File: config.mk
export PLATFORM = sky130hd
export DESIGN_NAME = match_clear
export DESIGN_NICKNAME = d
export VERILOG_FILES = /design/src/rtl/match_clear.sv
export SDC_FILE = /design/constraint.sdc
export NUM_CORES = 2
export LEC_CHECK = 0
export BUFFER_PORTS_ARGS = -buffer_cell sky130_fd_sc_hd__buf_2
export CAP_MARGIN = 0
export CORE_AREA = 8 8 244 246
export DETAILED_ROUTE_END_ITERATION = 10
export DIE_AREA = 0 0 252 254
export PLACE_DENSITY = 0.88
export SYNTH_ARGS = -nofsm -noshare
export SYNTH_HDL_FRONTEND = slang
export SYNTH_SLANG_ARGS = --single-unit
export TNS_END_PERCENT = 5
File: constraint.sdc
create_clock -name clk -period 41.7 [get_ports clk]
set_clock_uncertainty 0.05 [all_clocks]
set_input_delay 10.425 -clock clk [delete_from_list [all_inputs] [get_ports clk]]
set_output_delay 10.425 -clock clk [all_outputs]
set_load 0.005 [all_outputs]
File: src/rtl/match_clear.sv
// match_clear: snapshots an 8x8 board of 3-bit cells, scans rows and then
// columns for runs of three or more equal nonzero pieces, zeroes the matched
// cells and, when anything was cleared, holds a handshake with the refresh
// stage until it acknowledges.
// Optional feature: define MATCH_SCORE_EN to build a saturating 16-bit score
// accumulator. Without it, score is tied to zero.
module match_clear (
  input  logic         clk,
  input  logic         reset,
  input  logic         start,
  input  logic [191:0] board,
  input  logic         refreshed,
  output logic         busy,
  output logic [191:0] cleared_board,
  output logic [63:0]  clear_mask,
  output logic [6:0]   clear_count,
  output logic         found,
  output logic         ok_to_refresh,
  output logic [15:0]  score,
  output logic         done
);

  typedef enum logic [2:0] {
    S_IDLE   = 3'd0,
    S_SCAN_H = 3'd1,
    S_SCAN_V = 3'd2,
    S_APPLY  = 3'd3,
    S_REQ    = 3'd4,
    S_FIN    = 3'd5
  } state_t;

  state_t         state_q;
  logic [191:0]   snap_q;
  logic [63:0]    mask_q;
  logic [63:0]    mask_d;
  logic [63:0]    hit_s;
  logic [2:0]     idx_q;
  logic           busy_q;
  logic [191:0]   cleared_q;
  logic [63:0]    clr_mask_q;
  logic [6:0]     clr_count_q;
  logic           found_q;
  logic           ok_q;
  logic           done_q;

  // Cell (r,c) of a flattened board.
  function automatic logic [2:0] cell_at(input logic [191:0] b, input int r, input int c);
    return b[(8*r+c)*3 +: 3];
  endfunction

  // Three equal, nonzero pieces in a window.
  function automatic logic is_run(input logic [2:0] a, input logic [2:0] b, input logic [2:0] c);
    return (a != 3'd0) && (a == b) && (b == c);
  endfunction

  // Number of set bits in a 64-bit mask.
  function automatic logic [6:0] popcount64(input logic [63:0] m);
    logic [6:0] n;
    n = 7'd0;
    for (int i = 0; i < 64; i++) begin
      n = n + {6'd0, m[i]};
    end
    return n;
  endfunction

  // Board with every masked cell forced to empty.
  function automatic logic [191:0] clear_cells(input logic [191:0] b, input logic [63:0] m);
    logic [191:0] o;
    o = b;
    for (int i = 0; i < 64; i++) begin
      if (m[i]) begin
        o[i*3 +: 3] = 3'd0;
      end else begin
        o[i*3 +: 3] = b[i*3 +: 3];
      end
    end
    return o;
  endfunction

  // Window test along the row or column currently selected by the index.
  always_comb begin
    hit_s = 64'd0;
    if (state_q == S_SCAN_H) begin
      for (int c = 0; c < 6; c++) begin
        if (is_run(cell_at(snap_q, int'(idx_q), c),
                   cell_at(snap_q, int'(idx_q), c + 1),
                   cell_at(snap_q, int'(idx_q), c + 2))) begin
          hit_s[8*int'(idx_q) + c]     = 1'b1;
          hit_s[8*int'(idx_q) + c + 1] = 1'b1;
          hit_s[8*int'(idx_q) + c + 2] = 1'b1;
        end
      end
    end else if (state_q == S_SCAN_V) begin
      for (int r = 0; r < 6; r++) begin
        if (is_run(cell_at(snap_q, r,     int'(idx_q)),
                   cell_at(snap_q, r + 1, int'(idx_q)),
                   cell_at(snap_q, r + 2, int'(idx_q)))) begin
          hit_s[8*r + int'(idx_q)]       = 1'b1;
          hit_s[8*(r + 1) + int'(idx_q)] = 1'b1;
          hit_s[8*(r + 2) + int'(idx_q)] = 1'b1;
        end
      end
    end else begin
      hit_s = 64'd0;
    end
  end

  assign mask_d = mask_q | hit_s;

  // Control FSM with registered outputs; done defaults low so it only pulses.
  always_ff @(posedge clk or posedge reset) begin
    if (reset) begin
      state_q     <= S_IDLE;
      snap_q      <= 192'd0;
      mask_q      <= 64'd0;
      idx_q       <= 3'd0;
      busy_q      <= 1'b0;
      cleared_q   <= 192'd0;
      clr_mask_q  <= 64'd0;
      clr_count_q <= 7'd0;
      found_q     <= 1'b0;
      ok_q        <= 1'b0;
      done_q      <= 1'b0;
    end else begin
      done_q <= 1'b0;
      case (state_q)
        S_IDLE: begin
          busy_q <= start;
          if (start) begin
            snap_q  <= board;
            mask_q  <= 64'd0;
            idx_q   <= 3'd0;
            state_q <= S_SCAN_H;
          end
        end
        S_SCAN_H: begin
          busy_q <= 1'b1;
          mask_q <= mask_d;
          if (idx_q == 3'd7) begin
            idx_q   <= 3'd0;
            state_q <= S_SCAN_V;
          end else begin
            idx_q <= idx_q + 3'd1;
          end
        end
        S_SCAN_V: begin
          busy_q <= 1'b1;
          mask_q <= mask_d;
          if (idx_q == 3'd7) begin
            idx_q   <= 3'd0;
            state_q <= S_APPLY;
          end else begin
            idx_q <= idx_q + 3'd1;
          end
        end
        S_APPLY: begin
          busy_q      <= 1'b1;
          cleared_q   <= clear_cells(snap_q, mask_q);
          clr_mask_q  <= mask_q;
          clr_count_q <= popcount64(mask_q);
          found_q     <= |mask_q;
          state_q     <= (|mask_q) ? S_REQ : S_FIN;
        end
        S_REQ: begin
          busy_q <= 1'b1;
          // The first REQ cycle raises the request; the acknowledge is
          // only looked at once the request is visible to the refresh stage.
          if (!ok_q) begin
            ok_q <= 1'b1;
          end else if (refreshed) begin
            ok_q    <= 1'b0;
            state_q <= S_FIN;
          end
        end
        S_FIN: begin
          busy_q  <= 1'b1;
          done_q  <= 1'b1;
          state_q <= S_IDLE;
        end
        default: begin
          busy_q  <= 1'b0;
          ok_q    <= 1'b0;
          state_q <= S_IDLE;
        end
      endcase
    end
  end

`ifdef MATCH_SCORE_EN
  logic [15:0] score_q;
  logic [16:0] score_sum_s;

  assign score_sum_s = {1'b0, score_q} + {10'd0, popcount64(mask_q)};

  // Saturating accumulation of cleared cells, updated once per APPLY.
  always_ff @(posedge clk or posedge reset) begin
    if (reset) begin
      score_q <= 16'd0;
    end else if (state_q == S_APPLY) begin
      score_q <= score_sum_s[16] ? 16'hFFFF : score_sum_s[15:0];
    end
  end

  assign score = score_q;
`else
  assign score = 16'd0;
`endif

  assign busy          = busy_q;
  assign cleared_board = cleared_q;
  assign clear_mask    = clr_mask_q;
  assign clear_count   = clr_count_q;
  assign found         = found_q;
  assign ok_to_refresh = ok_q;
  assign done          = done_q;

endmodule

Yosys cells after proc, flatten, opt, wreduce, memory -nomap -nowiden --
Index checks and enable logic that the tools add are counted. Widths: inputs -> output; s select.
Storage, ports and cells: flip-flop bits (word level) 529, bits of input ports 196, output and inout port bits 283, word-level logic and storage cells 466
Cells by class: add/subtract/negate cells 88, $mul 16, $lt $le $gt $ge 48, equal/unequal tests 25, shift-type cells 16, multiplexer cells 158, bitwise logic cells 35, reductions and logical operators 69
Operator list (number):
- $shiftx 192x32->3 | 12
- $or 64x64->64 | 33
- $mux 64 | 30
- $add 7x1->7 | 57
- $mul 32x3->32 const B | 12
- $shiftx 192x10->3 | 2
- $ge 32x1->1 const B | 10
- $lt 32x8->1 const B | 10
- $mux 3 | 71
- $shiftx 192x6->3 | 1
- $shiftx 192x9->3 | 1
- $add 32x2->32 const B | 5
- $demux 1 s6 | 22
- $pmux 64 s2 | 1
- $or 57x64->64 | 1
- $or 8x64->64 | 1
- $reduce_or 64->1 | 1
- $logic_and 1x1->1 | 48
- $eq 3x3->1 | 14
- $add 7x2->8 const B | 5
- $ge 8x1->1 const B | 5
- $lt 8x7->1 const B | 5
- $reduce_bool 3->1 | 12
- $add 6x3->7 const A | 4
- 38 further kinds | 92

Longest topological paths before layout --
depth after elaboration 63, depth in mapped cells 24, mapped depth without buffers 24

Least setup slack after synthesis --
OpenSTA, ideal clock, no wires.
kind input port to flip-flop, from in start, to reg mask_q[16], library setup time 138 ps, arrival time 11749 ps, slack 29763 ps, cell stages on the path 6, buffers on the path 3, cells stage by stage nand2_1 > nor3_1 > clkbuf_1 > clkbuf_1 > clkbuf_1 > o22ai_1
On the way: cells in the longest elaborated chain, start to end 2
Ends and longest elaborated chain:
- start, declared | RTL line 10 | input logic start,
- $ne 2x2->1 (no line)
- $reduce_and 2->1 (no line)
- end signal, assigned | RTL line 138 | mask_q <= mask_d;
- end signal, assigned | RTL line 148 | mask_q <= mask_d;
- end, declared | RTL line 34 | logic [63:0] mask_q;
Every way passes these cells. A chain may end at the register's enable or synchronous reset.

==> qor.csv <==
metric,value,unit
run_status,"complete, no violations",
worst_setup_path_startpoint,reset,
die_w,252,µm
slew_viol_final,0,
htree_levels,2,
pre_cts_ws,27.89,ns
dieHeight,254,µm
syn-cell-area,33450,µm²
io_pins,479,
cap_violations,0,
worstPathRequired,42.24,ns
rsz0062_at_grt,no,
number_of_design_rule_violations_left_by_the_first_detailed_router_iteration,4332,
clock_sink_count,529,
fin_crit_sh,31.34,%
cts_setup_buffers,0,
cts.root.buffer_cell,clkbuf_16,
critical-path-slowest-cell,buf_4,
hpwl,90.75,mm
fin_nets,3970,
clock_insertion_delay_worst_skew,0.63,ns
maximum_number_of_pins_on_one_net_before_global_route_repair,155,
area.growth.synth_to_final,12.42,%
clk_path_buf_depth,3,
postSynthCellCount,3357,
core_region_area,55730,µm²
number_of_hold_violations_in_the_final_report,0,
setup_ws,28.63,ns
fin_cells,4492,
cp_common_cell,buf_4,
synth_top_flop_cell,dfrtp_1,
number_of_enable_flip_flop_cells_after_synthesis,0,
detail_route.drc_violations,0,
netlist-cell-type-count,99,
critical_path.startpoint_type,input port,
via_count_of_the_first_global_routing_pass,29800,
routed_vias_inst,6.698,
route.antenna.remaining_nets,0,
fin_crit,13.07,ns
worst_slew_pin_tran,1.393,ns
detailedRoute.firstPassIterationCount,10,
cp-end-kind,async pin,
global_route.usage.total,38.48,%
avgRoutedWirePerCell,28.07,µm
totalWireLength,126.1,mm
rows,87,
path_cells,buf_2 > inv_8 > buf_4 > buf_4 > buf_4,
wire_length_of_the_first_global_routing_pass,186.3,mm
postSynth.asyncResetShare,100.0,%
routed-via-count,30090,
drive_gt1_share,24.80,%
tritoncts,yes,
worst_ep_arrival_time,13.61,ns
post_cts_resize_count,0,
gp_congestion,1.076,
worst_hold_path_type,reg -> reg,
slew_headroom,6.800,%
worst_hold_startpoint,clear_mask[62]$_DFFE_PP0P_,
placed_cells,4390,
number_of_buffers_inserted_by_port_buffering,462,
critPathMaxFanout,117,
peak_freq,76.53,MHz
yosysSeqAreaShare,39.57,%
max_stage_delay,0.85,ns
synth_seq_cells,529,
setup.worst_path.class,in -> async,
initial_core_util,60.02,%
crit-reg2reg-launch,idx_q[2]$_DFFE_PP0P_,
tns,0,ns
grt_remaining_overflow,0,
cts_inserted_buffers,53,
syn_avg_cell_area,9.965,µm²
ys_warnings,0,
grt_antenna_before_repair,7,
hold_buffers,0,
die_area,64010,µm²
setup_violations,0,
clkTransAtPathRegs,0.06,ns
cells by family after synthesis:
kind of cell / synth area share, %
XOR/XNOR: 1.100
other: 0.01121
buffers and inverters: 5.087
AND/OR/NAND/NOR: 17.23
adder cells (fa/ha/maj): 4.413
AO/OA/AOI/OAI: 10.48
multiplexers: 22.11
flip-flops: 39.57
routing by layer:
metal / vias up / GRT usage, % / part of all wire [%]
met5: - / 0 / 0.055
met4: 8 / 22.96 / 7.7
met3: 694 / 15.02 / 15
met2: 2470 / 57.34 / 44
met1: 14480 / 47.35 / 34
li1: 12440 / - / -
critical path: cells and delay by family:
kind	cells	cell delay, ns
buffers and inverters	5	2.97
final cells by class:
class,instances,area [µm²]
clock inverter,22,276.5
multi-input combinational,2499,18640
sequential,529,13240
inverter,111,424.2
fill,4155,18120
tap,756,945.9
timing repair buffer,495,2585
antenna,6,15.01
clock buffer,74,1485
flip-flops by register name, summed over array words and instances, names as in the netlist, 3 cells and up:
signal,cells
snap_q,192
state_q,3
clear_count,7
clear_mask,64
mask_q,64
cleared_board,192
idx_q,3
synth_stat cells, drive strengths merged, types with 24 or more instances:
cell type    n  area share, %
clkbuf     123            1.4
mux2i      139            4.2
inv        111            1.2
mux2        77            2.6
nand2      999             11
xnor2       34           0.89
o22ai       31           0.60
a22oi       37           0.86
o21ai      271            4.1
a21oi       76            1.2
nor3        24           0.37
nor4        26           0.49
buf        110            2.5
mux4       228             15
nor2        80           0.91
nand3       31           0.46
fa          55            3.3
dfrtp      529             40
nand2b     119            2.2
ha          30            1.1
cells in the final DEF (no fill, tap or decap), types with 14 or more instances in the layout:
cell type / Yosys / final
a211oi_1: 14 / 14
a21oi_1: 73 / 73
a22oi_1: 35 / 35
and2_1: 17 / 17
buf_2: 29 / 462
buf_4: 39 / 31
clkbuf_16: 0 / 53
conb_1: 1 / 16
dfrtp_1: 529 / 528
fa_1: 55 / 54
ha_1: 30 / 27
inv_1: 109 / 107
mux2_2: 73 / 73
mux2i_1: 139 / 139
mux4_2: 227 / 227
nand2_1: 999 / 999
nand2b_1: 119 / 119
nand3_1: 31 / 29
nand4_1: 16 / 16
nor2_1: 78 / 78
nor3_1: 23 / 21
nor4_1: 26 / 26
o21ai_0: 252 / 252
o21ai_1: 18 / 18
o221ai_1: 14 / 14
o22ai_1: 30 / 30
xnor2_1: 34 / 34
path summary, 6_finish.rpt:
kind | end | slack, ns | cells after the start
max | snap_q[107]$_DFFE_PP0P_ | 28.63 | 5
min | clear_mask[62]$_DFFE_PP0P_ | 0.42 | 2
max reg2reg | mask_q[46]$_DFFE_PP0P_ | 34.89 | 14
min reg2reg | clear_mask[62]$_DFFE_PP0P_ | 0.42 | 2
max in group clk | snap_q[146]$_DFFE_PP0P_ | 29.76 | 5
min in group asynchronous | clear_mask[2]$_DFFE_PP0P_ | 9.89 | 2
metrics by stage:
stage / utilization [%] / hold slack, ns / area [µm²]
floorplan: - / 0.4233 / 33510
global placement: 64.29 / 0.4054 / 35830
detailed placement: 64.29 / 0.4146 / 35830
CTS: 67.45 / 0.4285 / 37590
global route: 67.46 / 0.4452 / 37600
finish: 67.48 / 0.4228 / 37610
Power is not shown: default switching activity piles up to over one toggle a cycle in this logic, so the estimate is an artifact.
